File: config.mk
export PLATFORM = sky130hd
export DESIGN_NAME = vend_mode_ctrl
export DESIGN_NICKNAME = d
export VERILOG_FILES = /design/src/rtl/vend_mode_ctrl.sv
export SDC_FILE = /design/constraint.sdc
export NUM_CORES = 1
export LEC_CHECK = 0
export BUFFER_PORTS_ARGS = -buffer_cell sky130_fd_sc_hd__buf_2
export CORE_AREA = 2 2 63 65
export CTS_CLUSTER_DIAMETER = 60
export CTS_CLUSTER_SIZE = 8
export DETAILED_ROUTE_END_ITERATION = 12
export DIE_AREA = 0 0 65 67
export SETUP_SLACK_MARGIN = 0.15
export SYNTH_ARGS = -nofsm -noshare
export SYNTH_HDL_FRONTEND = slang
export SYNTH_SLANG_ARGS = --single-unit
File: constraint.sdc
create_clock -name clk -period 1.9 [get_ports clk]
set_input_delay 0.38 -clock clk [delete_from_list [all_inputs] [get_ports clk]]
set_output_delay 0.38 -clock clk [all_outputs]
set_load 0.02 [all_outputs]
File: src/rtl/vend_mode_ctrl.sv
// vend_mode_ctrl: registered mode controller for the vending machine.
// Edge-detects buttons, times payment and result display, runs the admin menu.
module vend_mode_ctrl #(
    parameter int N_ADM       = 3,
    parameter int PAY_TIMEOUT = 1000,
    parameter int HOLD_CYC    = 500,
    localparam int AW = ($clog2(N_ADM) > 1) ? $clog2(N_ADM) : 1
) (
    input  logic          clk,
    input  logic          rst,
    input  logic          main_switch,
    input  logic          adm_mode,
    input  logic          btn_plus,
    input  logic          btn_minus,
    input  logic          btn_confirm,
    input  logic          btn_return,
    input  logic          pay_done,
    input  logic          pay_ok,
    output logic [3:0]    state,
    output logic [AW-1:0] adm_sel,
    output logic          adm_exec,
    output logic          timeout
);

    localparam int MAXC = (PAY_TIMEOUT > HOLD_CYC) ? PAY_TIMEOUT : HOLD_CYC;
    localparam int TW   = $clog2(MAXC);

    localparam logic [TW-1:0] PAY_LAST  = TW'(PAY_TIMEOUT - 1);
    localparam logic [TW-1:0] HOLD_LAST = TW'(HOLD_CYC - 1);
    localparam logic [AW-1:0] SEL_LAST  = AW'(N_ADM - 1);

    typedef enum logic [3:0] {
        OFF      = 4'b0000,
        INQUIRE  = 4'b0001,
        PAYMENT  = 4'b0010,
        SUCCESS  = 4'b0110,
        FAILURE  = 4'b0111,
        ADM_MENU = 4'b0101,
        ADM_EXEC = 4'b1101
    } mode_e;

    mode_e         state_q, state_d;
    logic [AW-1:0] adm_sel_q, adm_sel_d;
    logic [TW-1:0] timer_q, timer_d;
    logic          adm_exec_q, adm_exec_d;
    logic          timeout_q, timeout_d;
    logic [3:0]    btn_q, btn_d;

    logic plus_rise, minus_rise, confirm_rise, return_rise;
    logic user_st, adm_st, timed_st;

    // Button history for rising-edge detection; order {plus,minus,confirm,return}
    assign btn_d        = {btn_plus, btn_minus, btn_confirm, btn_return};
    assign plus_rise    = btn_plus    & ~btn_q[3];
    assign minus_rise   = btn_minus   & ~btn_q[2];
    assign confirm_rise = btn_confirm & ~btn_q[1];
    assign return_rise  = btn_return  & ~btn_q[0];

    assign timed_st = (state_q == PAYMENT) || (state_q == SUCCESS) ||
                      (state_q == FAILURE);
    assign user_st  = timed_st || (state_q == INQUIRE);
    assign adm_st   = (state_q == ADM_MENU) || (state_q == ADM_EXEC);

    // Next mode, admin page, dwell timer and one-shot pulses
    always_comb begin
        state_d   = state_q;
        adm_sel_d = adm_sel_q;
        timeout_d = 1'b0;
        if (!main_switch) begin
            state_d = OFF;
        end else if (adm_mode && user_st) begin
            state_d = ADM_MENU;
        end else if (!adm_mode && adm_st) begin
            state_d = INQUIRE;
        end else begin
            case (state_q)
                OFF:     state_d = adm_mode ? ADM_MENU : INQUIRE;
                INQUIRE: if (confirm_rise) state_d = PAYMENT;
                PAYMENT: begin
                    if (pay_done) begin
                        state_d = pay_ok ? SUCCESS : FAILURE;
                    end else if (return_rise) begin
                        state_d = FAILURE;
                    end else if (timer_q == PAY_LAST) begin
                        state_d   = FAILURE;
                        timeout_d = 1'b1;
                    end
                end
                SUCCESS, FAILURE: begin
                    if (confirm_rise || return_rise || timer_q == HOLD_LAST)
                        state_d = INQUIRE;
                end
                ADM_MENU: begin
                    if (confirm_rise) begin
                        state_d = ADM_EXEC;
                    end else if (plus_rise && !minus_rise) begin
                        adm_sel_d = (adm_sel_q == SEL_LAST) ? '0
                                  : adm_sel_q + AW'(1);
                    end else if (minus_rise && !plus_rise) begin
                        adm_sel_d = (adm_sel_q == '0) ? SEL_LAST
                                  : adm_sel_q - AW'(1);
                    end
                end
                ADM_EXEC: if (return_rise) state_d = ADM_MENU;
                default: state_d = OFF;
            endcase
        end

        if (state_d == OFF) adm_sel_d = '0;

        adm_exec_d = (state_d == ADM_EXEC) && (state_q != ADM_EXEC);

        if (state_d != state_q) timer_d = '0;
        else if (timed_st)      timer_d = timer_q + TW'(1);
        else                    timer_d = '0;
    end

    // State register; button history resets high so held buttons give no edge
    always_ff @(posedge clk) begin
        if (rst) begin
            state_q    <= OFF;
            adm_sel_q  <= '0;
            timer_q    <= '0;
            adm_exec_q <= 1'b0;
            timeout_q  <= 1'b0;
            btn_q      <= '1;
        end else begin
            state_q    <= state_d;
            adm_sel_q  <= adm_sel_d;
            timer_q    <= timer_d;
            adm_exec_q <= adm_exec_d;
            timeout_q  <= timeout_d;
            btn_q      <= btn_d;
        end
    end

    assign state    = state_q;
    assign adm_sel  = adm_sel_q;
    assign adm_exec = adm_exec_q;
    assign timeout  = timeout_q;

endmodule

==> results.ini, run 1 <==
[place]
dp_hpwl_mm = 2.28
io_buffer_count = 17
routabilityCongestion = 0.916

[drt]
routed_wl_mm = 3.04
post_drt_via_cell_ratio = 5.05
wl_per_cell_um = 12.9
vias = 1187
initialDrtViolationCount = 28
ant_nets = 0
drc_errors = 0
drt_pre_antenna_iters = 4

[global_routing]
grt_max_degree = 14
grt_pass1_wl_mm = 5.07
grt_overflow = 0
grt_pass1_vias = 1180
track_usage = 0.152
antenna_found_initial = 0

[yosys]
synthFlopType = dfxtp_1
synthCells = 145
synth_cell_type_count = 42
synth_area_leaders = dfxtp_1, nor2_1, ha_1
synth_top_area_frac = 0.353
synth_edf_count = 0
synthArstFlopShare = 0
yosysSeqAreaShare = 0.353
synth_seq_cells = 22
avgSynthCellArea_um2 = 8.61
synth_fp_nets = 160
syn_area_um2 = 1250
yosys.area.top_type = dfxtp_1
yosys_warnings = 0

[floorplanning]
chipHeight_um = 67
die-area_um2 = 4360
initial_core_util = 0.346
io_pins = 18
die_width_um = 65
core_area_um2 = 3610
rows = 22

[sta]
slew_headroom = 0.699
fin_worst_skew_ns = 0.00127
setup_ws_ns = -0.0892
hold_viol = 0
layout_min_cycle_time_ns = 1.99
fmax_mhz = 503
final.period_utilization = 1.05
tightest_slew_ns = 0.450
setup_viol = 8
finalMaxSlewViolations = 0
rsz0062_at_grt = true
tns_ns = -0.631

[power]
p_sw_mw = 0.220
pwr-share-comb = 0.101
power_frac_clock = 0.435
power.share.sequential = 0.464
power_density_nw_per_um2 = 590
power.leakage_nw = 0.686
p_int_mw = 0.795
p_total_mw = 1.01
swShare = 0.217
ir_drop_v = 0.000333

[critical_path]
required_ns = 2.11
r2r-start = timer_q[8]
slowest_stage = or4_4
r2r-end = timer_q[7]
crit_chain = nand4_2, or4_4, a41o_1, a211oi_4, o311ai_4, buf_6, nor2_2
cpPeakStageDelay_ns = 0.51
arrival_ns = 2.20
cp-start-kind = flop
path_class = flop to flop
regToRegSetupSlack_ns = -0.09
r2r_cells = 7
cp_max_fo = 8
cp-end-kind = flop

[finish]
multi_input_area_um2 = 827
areaGrowthSynthToFinish_pct = 37.7
antennaDiodeCount = 0
regArea_um2 = 450
drive_gt1_frac = 0.417
nFillCells = 352
nNetsFinal = 203

[worst_hold_path]
holdPathEnd = btn_q[3]
hp-start = btn_plus
min_path_cells = 2
hold_class = primary input to flop

[clocking]
cts_made_buffers = 3
cts-root-buf = clkbuf_8
cts_num_sinks = 22
h-tree-depth = 1
cts_hold_buf = 0
cts_tree = yes
clock_latency_ns = 0.27
clk_pin_slew_ns = 0.08
cts_max_path_buffers = 2

[job]
max_cap_viol_count = 0

[status]
failed_checks = setup timing
status = finished, violations left

worst max-delay path by stage:
stage	startpoint	end
finish	timer_q[8]	timer_q[7]
global route	timer_q[0]	timer_q[9]
floorplan	state[0]	timer_q[0]
CTS	timer_q[1]	timer_q[7]
detailed placement	timer_q[8]	timer_q[0]
global placement	adm_mode	timer_q[0]
stage by stage:
step / instance area (µm²) / cells / hold WS, ns / utilization / worst slack [ns]
final: 1720 / 235 / 0.309 / 0.477 / -0.0892
after global routing: 1720 / 235 / 0.302 / 0.477 / -0.201
after CTS: 1670 / 232 / 0.302 / 0.462 / -0.0344
after detailed placement: 1570 / 228 / 0.519 / 0.434 / -0.0964
after global placement: 1570 / 228 / 0.520 / 0.434 / -0.0528
after floorplan: 1280 / 145 / 0.424 / - / -0.0491
critical path, delay by kind of cell, from the launching register on:
family / cells / cell delay (ns)
AOI/OAI and AO/OA: 3 / 0.68
and+or+nand+nor: 3 / 0.73
DFF: 1 / 0.35
buffers and inverters: 1 / 0.16
power by group through the flow:
stage,clock (mW),combinational (mW),sequential [mW]
after global routing,0.480,0.112,0.472
after floorplan,0,0.0617,0.485
final,0.441,0.103,0.471
after global placement,0,0.0965,0.482
after CTS,0.452,0.101,0.471
after detailed placement,0,0.0975,0.482
state kept, by name (all words and copies together), names as in the netlist:
name      cells
adm_exec      1
adm_sel       2
btn_q         4
state         4
timeout       1
timer_q      10
cells in the final DEF, fill, tap and decap left out, types with 4 or more instances in the layout:
| cell type | instances |
|---|---|
| xnor2_1 | 4 |
| nor2b_1 | 4 |
| nand2_1 | 8 |
| dfxtp_1 | 14 |
| xor2_1 | 6 |
| ha_1 | 4 |
| or2_2 | 5 |
| a21oi_1 | 4 |
| dfxtp_2 | 8 |
| buf_4 | 23 |
| nand3_1 | 6 |
| buf_2 | 17 |
| nand2b_1 | 7 |
| inv_1 | 8 |
| nor2_2 | 5 |
| nor2_1 | 15 |
kinds of logic (layout without fill, tap and decap cells):
logic type,after synthesis,count (layout),share of synthesized area
muxes,3,3,0.0251
xor gates and xnor gates,10,10,0.0701
AOI/OAI and AO/OA,24,24,0.160
buffers and inverters,12,54,0.0381
DFF,22,22,0.353
adders and majority gates,5,5,0.0501
and+or+nand+nor,69,69,0.304
metal layers:
layer,track usage,vias to the layer above,part of all wire
li1,-,588,-
met1,0.175,559,0.43
met2,0.278,33,0.52
met3,0.0220,7,0.040
met4,0.0638,0,0.015
met5,0,-,0
timing repair:
| item | CTS | global route |
|---|---|---|
| gates resized for setup | 6 | 9 |
| endpoints found under the setup margin | 15 | 14 |
| pin swaps | 8 | 5 |
| buffers inserted | 0 | 3 |
cell type report:
type | instances | area share
Inverter | 8 | 0.0175
Tap cell | 48 | 0.0349
Multi-Input combinational cell | 111 | 0.481
Sequential cell | 22 | 0.262
Timing Repair Buffer | 42 | 0.163
Clock inverter | 1 | 0.0175
Clock buffer | 3 | 0.0240
synthesized netlist by cell type (5+ instances only):
cell	n
or2_2	5
ha_1	5
nor2_1	20
dfxtp_1	22
nand2_1	8
nand3_1	6
a211oi_1	5
inv_1	8
nand2b_1	9
a21oi_1	5
xor2_1	6
Note: power is estimated with default switching activity, not from simulation.
==> run 2, diff against run 1 <==
- CELL_PAD_IN_SITES_DETAIL_PLACEMENT: not set -> 2
- CELL_PAD_IN_SITES_GLOBAL_PLACEMENT: not set -> 2
- CORE_AREA: 2 2 63 65 -> 2 2 68 70
- DIE_AREA: 0 0 65 67 -> 0 0 70 72
- PLACE_DENSITY_LB_ADDON: not set -> 0.1
==> run 2 against run 1 <==
Compared with the run above:
- the flow still finishes with violations (setup timing)
- clock power grew 1%
- register-to-register slack is essentially flat
- clock skew is essentially flat
- die area grew 16%
- largest power group unchanged
- highest routed layer unchanged
==> results.ini, run 2 (synthesis results as in run 1) <==
[critical_path]
arrival_ns = 2.17  ; -0.03 ns
slowest_stage = or4_4
r2r-end = timer_q[0]
crit_chain = ha_4, nand2b_4, or4_4, a41o_1, a211oi_4, o311ai_4, nor2_1
regToRegSetupSlack_ns = -0.08  ; about the same
cp-end-kind = flop
critPathBufInv = 0  ; -1
required_ns = 2.10  ; about the same
r2r_cells = 7  ; unchanged
path_class = flop to flop
cpPeakStageDelay_ns = 0.45  ; -0.06 ns
cp-start-kind = flop
cp_max_fo = 8  ; unchanged
r2r-start = timer_q[1]
crit_family = compound AO/OA/AOI/OAI gates

[power]
p_total_mw = 1.03  ; +2.0%
power.leakage_nw = 0.731  ; +6.5%
power_density_nw_per_um2 = 581  ; -1.5%
ir_drop_v = 0.000245  ; -27%

[finish]
multi_input_area_um2 = 856  ; +3.5%
regArea_um2 = 452  ; +0.28%
utilization = 0.418  ; -0.0592
nNetsFinal = 207  ; +2.0%
antennaDiodeCount = 0  ; unchanged
final_cells = 243  ; +3.4%
drive_gt1_frac = 0.424  ; +0.00697
final_common_cell = buf_4
layout_common_cells = buf_4, nor2_1, buf_2
nFillCells = 479  ; +36%
top_register = timer_q
largest_reg_flops = 10  ; unchanged
areaGrowthSynthToFinish_pct = 42.6
design_area_um2 = 1780  ; +3.6%

[place]
dp.cells = 233  ; +2.2%
place_ws_ns = -0.196  ; -0.0995 ns
routabilityCongestion = 0.746  ; -18%
io_buffer_count = 17  ; unchanged
placed_area_um2 = 1580  ; +0.80%
dp_hpwl_mm = 3.15  ; +38%

[drt]
wl_per_cell_um = 16.0  ; +24%
initialDrtViolationCount = 28  ; unchanged
vias = 1218  ; +2.6%
drc_errors = 0  ; unchanged
post_drt_via_cell_ratio = 5.01  ; -0.77%
routed_wl_mm = 3.88  ; +28%
ant_nets = 0  ; unchanged
drt_pre_antenna_iters = 4  ; unchanged

[floorplanning]
die_width_um = 70  ; +7.7%
die-area_um2 = 5040  ; +16%
initial_core_util = 0.293  ; -0.0534
io_pins = 18  ; unchanged
chipHeight_um = 72  ; +7.5%
core_area_um2 = 4260  ; +18%
rows = 24  ; +9.1%

[sta]
hold_viol = 0  ; unchanged
whs_ns = 0.314  ; +0.00548 ns
tightest_slew_ns = 0.442  ; -0.00802 ns
rsz0062_at_grt = true
layout_min_cycle_time_ns = 1.98  ; -0.0105 ns
slew_headroom = 0.705  ; +0.00536
fmax_mhz = 505  ; +0.53%
setup_ws_ns = -0.0787  ; +0.0105 ns
setup_viol = 12  ; +4
finalMaxSlewViolations = 0  ; unchanged
fin_worst_skew_ns = 0.00130  ; +0.0000318 ns
final.period_utilization = 1.04  ; -0.00551
tns_ns = -0.590  ; +0.0410 ns

[clocking]
cts-root-buf = clkbuf_8
clk_pin_slew_ns = 0.09  ; about the same
cts_num_sinks = 22  ; unchanged
cts_made_buffers = 3  ; unchanged
h-tree-depth = 1  ; unchanged
clock_latency_ns = 0.26  ; about the same
cts_max_path_buffers = 2  ; unchanged
cts_hold_buf = 0  ; unchanged
cts_tree = yes

[worst_hold_path]
min_path_cells = 2  ; unchanged
hp-start = btn_plus
hold_class = primary input to flop
holdPathEnd = btn_q[3]

[global_routing]
grt_pass1_vias = 1311  ; +11%
track_usage = 0.157  ; +0.00471
grt_overflow = 0  ; unchanged
grt_pass1_wl_mm = 6.30  ; +24%
grt_max_degree = 14  ; unchanged
antenna_found_initial = 0  ; unchanged

[status]
status = finished, violations left
failed_checks = setup timing

[job]
max_cap_viol_count = 0  ; unchanged

-- run 2: final cells by class --
cell class	instances	share of cell area
Timing Repair Buffer	46	0.172
Clock inverter	1	0.0169
Inverter	8	0.0169
Clock buffer	3	0.0232
Multi-Input combinational cell	111	0.481
Sequential cell	22	0.254
Tap cell	52	0.0365
-- run 2: layer usage --
metal / track usage / share of wire
met1: 0.188 / 0.42
met2: 0.296 / 0.55
met3: 0.0181 / 0.019
met4: 0.0427 / 0.0070
met5: 0 / 0
-- run 2: what timing repair did --
action	CTS	global route
pin swaps	12	9
buffers inserted	5	1
endpoints found under the setup margin	15	15
resized for setup	12	5
-- run 2: worst max path at each step --
stage	cells after the start	to	from
final	7	timer_q[0]	timer_q[1]
after CTS	7	timer_q[6]	timer_q[1]
after global routing	7	timer_q[8]	timer_q[1]
after detailed placement	8	timer_q[6]	adm_mode
after floorplan	7	timer_q[0]	state[0]
after global placement	8	timer_q[0]	adm_mode
-- run 2: worst reg2reg max path: stages (launching register included) --
cell	delay, ns
dfxtp_2	0.36
ha_4	0.15
nand2b_4	0.05
or4_4	0.45
a41o_1	0.23
a211oi_4	0.34
o311ai_4	0.20
nor2_1	0.14
-- run 2: where the power goes --
| part | leakage (nW) | internal [mW] | switching (mW) |
|---|---|---|---|
| clock | 0.0357 | 0.281 | 0.166 |
| combinational | 0.512 | 0.0516 | 0.0649 |
| sequential | 0.183 | 0.468 | 0.00329 |
| total | 0.731 | 0.801 | 0.234 |
